## src/rtl/deal_ctrl_pkg.sv

```systemverilog
// Shared types, rule thresholds and card helper for the baccarat deal controller.
package deal_ctrl_pkg;

  localparam int unsigned SCORE_W = 4;
  localparam int unsigned RANK_W  = 4;

  typedef enum logic [3:0] {
    S_IDLE   = 4'd0,
    S_P1     = 4'd1,
    S_D1     = 4'd2,
    S_P2     = 4'd3,
    S_D2     = 4'd4,
    S_EVAL1  = 4'd5,
    S_P3     = 4'd6,
    S_EVAL2  = 4'd7,
    S_D3     = 4'd8,
    S_RESULT = 4'd9,
    S_DONE   = 4'd10
  } state_t;

  localparam logic [SCORE_W-1:0] NATURAL_MIN     = SCORE_W'(8);
  localparam logic [SCORE_W-1:0] PLAYER_DRAW_MAX = SCORE_W'(5);
  localparam logic [SCORE_W-1:0] BANKER_STAND    = SCORE_W'(7);

  // Baccarat point value of a rank: tens and faces count zero.
  function automatic logic [SCORE_W-1:0] card_value(input logic [RANK_W-1:0] rank);
    if (rank >= RANK_W'(10)) begin
      return SCORE_W'(0);
    end
    return SCORE_W'(rank);
  endfunction

endpackage

```

## src/rtl/banker_draw_rule.sv

```systemverilog
// Banker third-card table, applied once the player has drawn a third card.
module banker_draw_rule
  import deal_ctrl_pkg::*;
(
  input  logic [SCORE_W-1:0] dscore,
  input  logic [RANK_W-1:0]  pcard3,
  output logic               draw
);

  logic [SCORE_W-1:0] v;

  // Decide draw from banker score and the player's third-card value.
  always_comb begin
    v    = card_value(pcard3);
    draw = 1'b0;
    case (dscore)
      SCORE_W'(0), SCORE_W'(1), SCORE_W'(2): draw = 1'b1;
      SCORE_W'(3): draw = (v != SCORE_W'(8));
      SCORE_W'(4): draw = (v >= SCORE_W'(2)) && (v <= BANKER_STAND);
      SCORE_W'(5): draw = (v >= SCORE_W'(4)) && (v <= BANKER_STAND);
      SCORE_W'(6): draw = (v >= SCORE_W'(6)) && (v <= BANKER_STAND);
      default:     draw = 1'b0;
    endcase
  end

endmodule

```

## src/rtl/deal_controller.sv

```systemverilog
// Baccarat dealing sequencer: load strobes, third-card rules and win lights.
// Optional DEAL_CTRL_STEP_EN adds a 'step' input that gates every state advance.
module deal_controller
  import deal_ctrl_pkg::*;
(
  input  logic               slow_clock,
  input  logic               resetb,
`ifdef DEAL_CTRL_STEP_EN
  input  logic               step,
`endif
  input  logic [SCORE_W-1:0] pscore,
  input  logic [SCORE_W-1:0] dscore,
  input  logic [RANK_W-1:0]  pcard3,
  output logic               load_pcard1,
  output logic               load_pcard2,
  output logic               load_pcard3,
  output logic               load_dcard1,
  output logic               load_dcard2,
  output logic               load_dcard3,
  output logic               player_win_light,
  output logic               dealer_win_light,
  output logic               game_done
);

  state_t state;
  state_t next_state;
  state_t seq_state;
  logic   banker_draw;
  logic   advance;

`ifdef DEAL_CTRL_STEP_EN
  assign advance = step;
`else
  assign advance = 1'b1;
`endif

  banker_draw_rule u_banker_draw_rule (
    .dscore (dscore),
    .pcard3 (pcard3),
    .draw   (banker_draw)
  );

  // Dealing order and third-card decisions; holds when not advancing.
  always_comb begin
    seq_state = state;
    case (state)
      S_IDLE:  seq_state = S_P1;
      S_P1:    seq_state = S_D1;
      S_D1:    seq_state = S_P2;
      S_P2:    seq_state = S_D2;
      S_D2:    seq_state = S_EVAL1;
      S_EVAL1: begin
        if ((pscore >= NATURAL_MIN) || (dscore >= NATURAL_MIN)) begin
          seq_state = S_RESULT;
        end else if (pscore <= PLAYER_DRAW_MAX) begin
          seq_state = S_P3;
        end else if (dscore <= PLAYER_DRAW_MAX) begin
          seq_state = S_D3;
        end else begin
          seq_state = S_RESULT;
        end
      end
      S_P3:     seq_state = S_EVAL2;
      S_EVAL2:  seq_state = banker_draw ? S_D3 : S_RESULT;
      S_D3:     seq_state = S_RESULT;
      S_RESULT: seq_state = S_DONE;
      S_DONE:   seq_state = S_DONE;
      default:  seq_state = S_IDLE;
    endcase
    next_state = advance ? seq_state : state;
  end

  // State register with Moore outputs registered from the next state.
  always_ff @(posedge slow_clock) begin
    if (!resetb) begin
      state            <= S_IDLE;
      load_pcard1      <= 1'b0;
      load_pcard2      <= 1'b0;
      load_pcard3      <= 1'b0;
      load_dcard1      <= 1'b0;
      load_dcard2      <= 1'b0;
      load_dcard3      <= 1'b0;
      player_win_light <= 1'b0;
      dealer_win_light <= 1'b0;
      game_done        <= 1'b0;
    end else begin
      state       <= next_state;
      load_pcard1 <= (next_state == S_P1);
      load_dcard1 <= (next_state == S_D1);
      load_pcard2 <= (next_state == S_P2);
      load_dcard2 <= (next_state == S_D2);
      load_pcard3 <= (next_state == S_P3);
      load_dcard3 <= (next_state == S_D3);
      game_done   <= (next_state == S_DONE);
      if ((state == S_RESULT) && (next_state == S_DONE)) begin
        player_win_light <= (pscore >= dscore);
        dealer_win_light <= (dscore >= pscore);
      end
    end
  end

endmodule

```

## config.mk

```make
export PLATFORM = sky130hd
export DESIGN_NAME = deal_controller
export DESIGN_NICKNAME = d
export VERILOG_FILES = /design/src/rtl/deal_ctrl_pkg.sv /design/src/rtl/banker_draw_rule.sv /design/src/rtl/deal_controller.sv
export SDC_FILE = /design/constraint.sdc
export NUM_CORES = 1
export LEC_CHECK = 0
export CAP_MARGIN = 10
export CELL_PAD_IN_SITES_DETAIL_PLACEMENT = 1
export CELL_PAD_IN_SITES_GLOBAL_PLACEMENT = 1
export CORE_MARGIN = 2
export CORE_UTILIZATION = 31
export DETAILED_ROUTE_END_ITERATION = 8
export PLACE_DENSITY_LB_ADDON = 0.08
export SYNTH_ARGS = -nofsm -noshare
export SYNTH_HDL_FRONTEND = slang
export SYNTH_SLANG_ARGS = --single-unit
```

## constraint.sdc

```tcl
create_clock -name slow_clock -period 1.6 [get_ports slow_clock]
set_input_delay 0.32 -clock slow_clock [delete_from_list [all_inputs] [get_ports slow_clock]]
set_output_delay 0.32 -clock slow_clock [all_outputs]
set_load 0.05 [all_outputs]
```

==> out/results.txt, run 1 <==
Status = completed
Unrepaired setup endpoints after global routing = yes
Slew @ Worst Pin = 0.358 ns
Starting Density = 0.329
Yosys top cell area share = 0.399
Count leader, synth = dfxtp_1
1st-iter DRT viols = 7
Warnings, synthesis = 0
Slew headroom = 0.761
Fin crit share = 0.977
Met1 GRT Util = 0.193
IO Pins = 23
Initial antenna violation count = 0
Slowest stage delay, CP = 0.39 ns
DIE HEIGHT = 49.9 um
Post-synth EDFFs = 0
Clk buf depth = 2
Met3 Use GR = 0.0576
Max VDD drop = 0.552 mV
First-pass GRT wire length = 3080 um
Largest fanout on the critical path = 5
Syn Area/Cell = 8.81 um^2
Clk root buf = clkbuf_4
Worst setup margin = 0.0375 ns
Place WS = -0.454 ns
Register area share after synthesis = 0.399
Async set-reset flop share out of synthesis = 0
Core ar. = 1980 um^2
Top FF cell, synth = dfxtp_1
Inst Count DP = 128
Pre-antenna DRT Iters = 4
Fin crit period = 1.56 ns
Post-synth top area cell = dfxtp_1
Total track usage = 0.164
Final hold vios = 0
Top cells by area, synth = dfxtp_1 (40%), ha_1 (7.7%), inv_1 (4.6%), nor4b_1 (4.0%), a21oi_1 (3.8%)
CTS tree = yes
Largest net degree at the start of global routing = 11
Static leakage = 0.452 nW
Mapped Cells = 74
Global routing's busiest layer = met2
# DRC = 0
Final nets = 125
Max cap viols = 0
Final hold slack = 0.552 ns
Tightest Hold Check Type = reg2reg
Total wire length = 1790 um
Final Power = 839 uW
Slowest CP cell = a221o_2
CP Cell Sequence = dlygate4sd2_1 -> a211o_1 -> nand2_1 -> a21oi_1 -> a221o_2 -> buf_6 -> and3_1
Synthesized flop and latch total = 13
Htree depth = 1
Post-DP HPWL = 1420 um
CP arrival = 1.73 ns
Met2 usage = 0.282
Mapped Area = 652 um^2
Die span in x = 49.9 um
Synth cell count leaders = dfxtp_1 (13), inv_1 (8), nand2_1 (6), nor2_1 (6), a21oi_1 (5)
Routed WL per cell = 13.5 um
Port Buffers = 22
CTS Buf Count = 3
GR Overflow Total = 0
Final core occ = 0.515
CP Launch Type = primary input
Cts-stage hold buffer count = 0
Endpoints failing setup = 0
Vias in the first global route = 721
Antenna Nets Post-Route = 0
Max-slew violation count = 0
WS Path Type = in2reg
CTS Sinks = 13
Worst EP required = 1.77 ns
Final cell count without fillers = 133
Max Fclk = 640 MHz
Clock Pin Slew Worst Setup and Hold Paths = 0.07 ns
Fin Clk Skew = 0.00208 ns
Clk_lat worst skew = 0.27 ns
Synth unique cells = 29
Num rows = 16
Vias per cell = 5.03
Cell Pwr Density = 822 nW/um^2
Die Area = 2490 um^2
Vias = 669
Worst setup EP type = register
Synth-to-layout area growth = 56.6%
Net count after synthesis = 92
RePlAce Congestion = 0.754
Ant diodes = 0
Share of layout cells above drive strength 1 = 0.292
area by class of cell:
cell class,count,area [um^2]
clock buffer,4,26.3
timing repair buffer,31,272
inverter,8,30.0
fill,241,961
sequential,13,260
multi-input combinational,50,399
tap,27,33.8
through the flow:
step / instance area (um^2) / setup TNS (ns)
2_1_floorplan: 652 / 0
3_5_place_dp: 920 / -4.14
5_1_grt: 1020 / -0.0716
4_1_cts: 976 / 0
6_report: 1020 / 0
3_3_place_gp: 920 / -3.68
layer usage:
layer	share of wire	wire length, um
met3	0.057	102
met1	0.44	792
met5	0	0
met2	0.49	871
met4	0.014	25
critical path: cells and delay by family:
kind,cells,cell delay [ns]
AOI/OAI and AO/OA,3,0.79
buffers and inverters,2,0.38
and+or+nand+nor,2,0.24
power by group:
group          leakage (nW)  switching (mW)  internal [mW]  total [mW]
Sequential            0.106          0.0267          0.344       0.371
Clock                0.0150           0.100         0.0966       0.197
Combinational         0.331           0.144          0.127       0.271
Total                 0.452           0.271          0.568       0.839
sequential cells by signal, indices dropped and copies added, names as in the netlist:
| name | count |
|---|---|
| load_dcard3 | 1 |
| load_dcard2 | 1 |
| load_pcard2 | 1 |
| dealer_win_light | 1 |
| player_win_light | 1 |
| load_pcard1 | 1 |
| game_done | 1 |
| load_dcard1 | 1 |
| load_pcard3 | 1 |
| state | 4 |
cell families after synthesis:
group | share of synthesized area
AOI/OAI and AO/OA | 0.232
xor gates and xnor gates | 0.0134
adders and majority gates | 0.0768
buffers and inverters | 0.0825
DFF | 0.399
and+or+nand+nor | 0.196
what timing repair did:
item	4_1_cts	5_1_grt
gates resized for setup	10	12
setup endpoints to repair	9	7
gates cloned	0	0
buffers inserted	0	1
pin swaps	5	7
layout by cell type, fill, tap and decap left out, types with 2 or more instances in the layout:
| master | count |
|---|---|
| o21ai_0 | 2 |
| nor4b_1 | 3 |
| o21ai_1 | 2 |
| a21oi_1 | 3 |
| nand2_1 | 6 |
| dfxtp_1 | 13 |
| nor2b_1 | 2 |
| ha_1 | 4 |
| dlymetal6s2s_1 | 2 |
| a211o_1 | 2 |
| inv_1 | 8 |
| clkdlybuf4s50_1 | 6 |
| dlygate4sd2_1 | 5 |
| nor2_1 | 6 |
| buf_4 | 16 |
| a31oi_1 | 2 |
| clkbuf_4 | 3 |
| and3_1 | 2 |
| buf_6 | 2 |
worst paths after layout:
check                     endpoint  cells after the start  slack, ns        startpoint
setup / recovery       load_dcard3                      7       0.04         pscore[2]
hold / removal    player_win_light                      1       0.55  player_win_light
setup reg to reg       load_dcard2                      6       0.16          state[0]
hold reg to reg   player_win_light                      1       0.55  player_win_light
Power figures use the tool's default switching activity.
==> inputs of run 2 (changes only) <==
--- a/config.mk
+++ b/config.mk
@@ -11,6 +11,7 @@
 export CORE_MARGIN = 2
 export CORE_UTILIZATION = 31
 export DETAILED_ROUTE_END_ITERATION = 8
+export GPL_TIMING_DRIVEN = 0
 export PLACE_DENSITY_LB_ADDON = 0.08
 export SYNTH_ARGS = -nofsm -noshare
 export SYNTH_HDL_FRONTEND = slang
==> out/results.txt, run 2 (same netlist as run 1, synthesis figures left out) <==
Status = completed
CP Launch Type = primary input
First-pass GRT wire length = 2900 um
Max-slew violation count = 0
Place WS = -0.504 ns
CTS tree = yes
Max FFs per register = 4
Pre-antenna DRT Iters = 4
Total Neg Setup Slack = 0 ns
GR Overflow Total = 0
Endpoints failing setup = 0
CP arrival = 1.72 ns
Die span in x = 49.9 um
Core ar. = 1980 um^2
Cell Pwr Density = 843 nW/um^2
Final hold vios = 0
Clk buf depth = 2
Vias in the first global route = 641
Share of layout cells above drive strength 1 = 0.163
# DRC = 0
Clk_lat worst skew = 0.28 ns
Slowest stage delay, CP = 0.37 ns
Fin Clk Skew = 0.00115 ns
Worst setup EP type = register
Initial antenna violation count = 0
Final cell count without fillers = 131
Inst Count DP = 123
Worst EP required = 1.78 ns
Htree depth = 1
Num rows = 16
Post-DP HPWL = 1340 um
Most frequent cells in the layout = dlygate4sd2_1 (15), dfxtp_1 (13), inv_1 (8), clkdlybuf4s50_1 (7)
CP Cell Sequence = dlygate4sd2_1 -> a211o_1 -> nand2_1 -> a21oi_1 -> a221o_2 -> a2111oi_4
Fin crit share = 0.962
Max Fclk = 650 MHz
Max VDD drop = 0.501 mV
Ant diodes = 0
Static leakage = 0.447 nW
Leading cell type in the layout, fill and taps excluded = dlygate4sd2_1
Fin crit period = 1.54 ns
Tightest Hold Check Type = reg2reg
CTS Sinks = 13
Design area = 983 um^2
Antenna Nets Post-Route = 0
Vias per cell = 5.08
Worst setup margin = 0.0607 ns
Slew headroom = 0.673
Synth-to-layout area growth = 50.9%
Slowest CP cell = a221o_2
Final nets = 123
Largest net degree at the start of global routing = 11
Final Power = 829 uW
IO Pins = 23
Unrepaired setup endpoints after global routing = no
Die Area = 2490 um^2
Clock Pin Slew Worst Setup and Hold Paths = 0.07 ns
Routed WL per cell = 13.0 um
Max cap viols = 0
Starting Density = 0.329
Total track usage = 0.155
Clk root buf = clkbuf_4
Vias = 665
Slew @ Worst Pin = 0.492 ns
CTS Buf Count = 3
Largest reg by FF count = state
Placed inst area = 906 um^2
Port Buffers = 22
Total wire length = 1700 um
RePlAce Congestion = 0.718
WS Path Type = in2reg
DIE HEIGHT = 49.9 um
1st-iter DRT viols = 3
Largest fanout on the critical path = 5
## run 2: layer usage
layer / share of wire / up-vias / track usage
li1: - / 330 / -
met1: 0.46 / 314 / 0.197
met2: 0.48 / 16 / 0.253
met3: 0.049 / 5 / 0.0576
met4: 0.011 / 0 / 0.0278
met5: 0 / - / 0
## run 2: per-stage QoR
step	hold WS [ns]	utilization
6_report	0.549	0.496
5_1_grt	0.577	0.496
4_1_cts	0.554	0.476
3_5_place_dp	0.546	0.457
3_3_place_gp	0.528	0.457
2_1_floorplan	0.458	-
## run 2: path summary, 6_finish.rpt
| kind | from | end | slack, ns | depth (start not counted) |
|---|---|---|---|---|
| max | pscore[2] | load_pcard3 | 0.06 | 6 |
| max reg2reg | state[2] | load_pcard3 | 0.19 | 5 |
| min reg2reg | dealer_win_light | dealer_win_light | 0.55 | 2 |
| min | dealer_win_light | dealer_win_light | 0.55 | 2 |
## run 2: where the power goes
group	leakage, nW	internal [mW]	total (mW)	switching (mW)
logic	0.326	0.123	0.280	0.157
registers	0.106	0.344	0.350	0.00602
clock network	0.0150	0.0968	0.200	0.103
total	0.447	0.563	0.829	0.266
## run 2: what timing repair did
action                                 4_1_cts  5_1_grt
setup endpoints to repair                   17        5
hold buffers                                 0        0
endpoints found under the hold margin        0        0
pin swaps                                    2        2
gates resized for setup                     19        5
setup buffers                                2        2
## run 2: cell type report
type / count / area, um^2
plain buffers: 3 / 23.8
clock buffers: 4 / 26.3
fillers: 245 / 998
inverters: 8 / 30.0
multi-input cells: 50 / 374
flip-flops and latches: 13 / 260
well taps: 27 / 33.8
repair buffers: 26 / 235
## run 2: worst max-delay path, delay by kind of cell
kind | cells | cell delay (ns)
buffers and inverters | 1 | 0.24
AND/OR/NAND/NOR | 1 | 0.07
AO/OA/AOI/OAI | 4 | 1.09
==> inputs of run 3 (changes only) <==
--- a/config.mk
+++ b/config.mk
@@ -9,10 +9,10 @@
 export CELL_PAD_IN_SITES_DETAIL_PLACEMENT = 1
 export CELL_PAD_IN_SITES_GLOBAL_PLACEMENT = 1
 export CORE_MARGIN = 2
-export CORE_UTILIZATION = 31
+export CORE_UTILIZATION = 30
 export DETAILED_ROUTE_END_ITERATION = 8
 export GPL_TIMING_DRIVEN = 0
-export PLACE_DENSITY_LB_ADDON = 0.08
+export PLACE_DENSITY_LB_ADDON = 0.15
 export SYNTH_ARGS = -nofsm -noshare
 export SYNTH_HDL_FRONTEND = slang
 export SYNTH_SLANG_ARGS = --single-unit
==> out/results.txt, run 3 (same netlist as run 1, synthesis figures left out) <==
Max VDD drop = 0.498 mV
Worst setup EP type = register
Port Buffers = 22
Slowest stage delay, CP = 0.35 ns
CP Cell Sequence = dlygate4sd2_1 -> a211o_1 -> nand2_1 -> a21oi_1 -> a221o_2 -> a2111oi_2
WHS Path Cells = 1
Vias in the first global route = 652
Core ar. = 2000 um^2
Worst EP required = 1.78 ns
Multi-input gate area = 357 um^2
CTS tree = yes
Unrepaired setup endpoints after global routing = no
Total track usage = 0.151
Share of layout cells above drive strength 1 = 0.129
Total Neg Setup Slack = 0 ns
Inst Count DP = 123
CTS Sinks = 13
Synth-to-layout area growth = 45.3%
Fin crit period = 1.52 ns
Die span in x = 50.6 um
Endpoints failing setup = 0
Max FFs per register = 4
Pre-antenna DRT Iters = 4
Static leakage = 0.440 nW
GR Overflow Total = 0
Area taken by flip-flops and latches = 260 um^2
# DRC = 0
Max-slew violation count = 0
Ant diodes = 0
Slowest CP cell = a221o_2
Final core occ = 0.473
Fin crit share = 0.947
Starting Density = 0.326
Worst R2R End = load_pcard3
Routed WL per cell = 12.6 um
CP arrival = 1.70 ns
Final hold vios = 0
Final cell count without fillers = 128
DIE HEIGHT = 50.6 um
Max Fclk = 660 MHz
Clk buf depth = 2
Die Area = 2560 um^2
Crit path buf inv count = 1
Slew @ Worst Pin = 0.497 ns
Status = completed
CP Launch Type = primary input
Vias = 643
Largest net degree at the start of global routing = 11
Design area = 947 um^2
Cell family with most CP delay = compound AO/OA/AOI/OAI gates
Htree depth = 1
1st-iter DRT viols = 4
IO Pins = 23
Post-DP HPWL = 1250 um
Reg2Reg Depth = 5
Layout fillers = 251
Most frequent cells in the layout = dlygate4sd2_1 (14), dfxtp_1 (13), inv_1 (8), clkdlybuf4s50_1 (7)
Clock Pin Slew Worst Setup and Hold Paths = 0.08 ns
Worst reg2reg setup slack = 0.23 ns
Cts-stage hold buffer count = 0
Leading cell type in the layout, fill and taps excluded = dlygate4sd2_1
Reg-to-reg startpoint = state[2]
Final Power = 799 uW
Worst Hold End = player_win_light
First-pass GRT wire length = 2920 um
Num rows = 16
Final nets = 120
Largest fanout on the critical path = 4
Vias per cell = 5.02
Total wire length = 1620 um
Hold wc startpoint = player_win_light
Fin Clk Skew = 0.00764 ns
CTS Buf Count = 3
Clk_lat worst skew = 0.28 ns
Max cap viols = 0
Initial antenna violation count = 0
WS Path Type = in2reg
Placed inst area = 906 um^2
RePlAce Congestion = 0.720
Slew headroom = 0.670
Largest reg by FF count = state
Cell Pwr Density = 844 nW/um^2
Tightest Hold Check Type = reg2reg
Antenna Nets Post-Route = 0
Clk root buf = clkbuf_4
## run 3: changes by cell type in the layout (fill, tap and decap cells not counted)
| cell | delta |
|---|---|
| o21ai_0 | -1 |
| a2111oi_1 | +1 |
| dlymetal6s2s_1 | +1 |
| buf_4 | -3 |
| dlygate4sd2_1 | -1 |
| a2111oi_4 | -1 |
| o21ai_1 | +1 |
## run 3: worst max path at each step
stage	from	cells past startpoint	to	slack [ns]
floorplan	pscore[2]	5	load_pcard3	0.12
global placement	dscore[3]	6	load_pcard3	-0.46
detailed placement	dscore[3]	6	load_pcard3	-0.47
CTS	dscore[2]	6	load_dcard2	0.009
global route	pcard3[2]	6	load_dcard3	0.02
finish	pscore[1]	6	load_pcard3	0.08
## run 3: what timing repair did
| action | CTS | global route |
|---|---|---|
| setup endpoints to repair | 17 | 6 |
| pin swaps | 2 | 1 |
| resized for setup | 19 | 4 |
| buffers inserted | 1 | 0 |
## run 3: report_power, final
group | switching (mW) | internal (mW)
clock | 0.104 | 0.0967
combinational | 0.145 | 0.104
sequential | 0.00631 | 0.344
total | 0.255 | 0.544
## run 3: per-stage QoR
stage	worst slack [ns]	hold WS, ns
floorplan	0.122	0.458
global placement	-0.460	0.533
detailed placement	-0.468	0.537
CTS	0.00859	0.553
global route	0.0193	0.560
finish	0.0845	0.547
## run 3: area by class of cell
type | count | area share
Buffer | 3 | 0.0251
Clock buffer | 4 | 0.0277
Inverter | 8 | 0.0317
Multi-Input combinational cell | 50 | 0.376
Sequential cell | 13 | 0.275
Tap cell | 27 | 0.0357
Timing Repair Buffer | 23 | 0.229
## run 3: per-layer routing
layer | up-vias | GRT usage | share of wire
met1 | 309 | 0.197 | 0.49
met2 | 13 | 0.235 | 0.46
met3 | 0 | 0.0655 | 0.047
met5 | - | 0 | 0
li1 | 321 | - | -
met4 | 0 | 0.0270 | 0
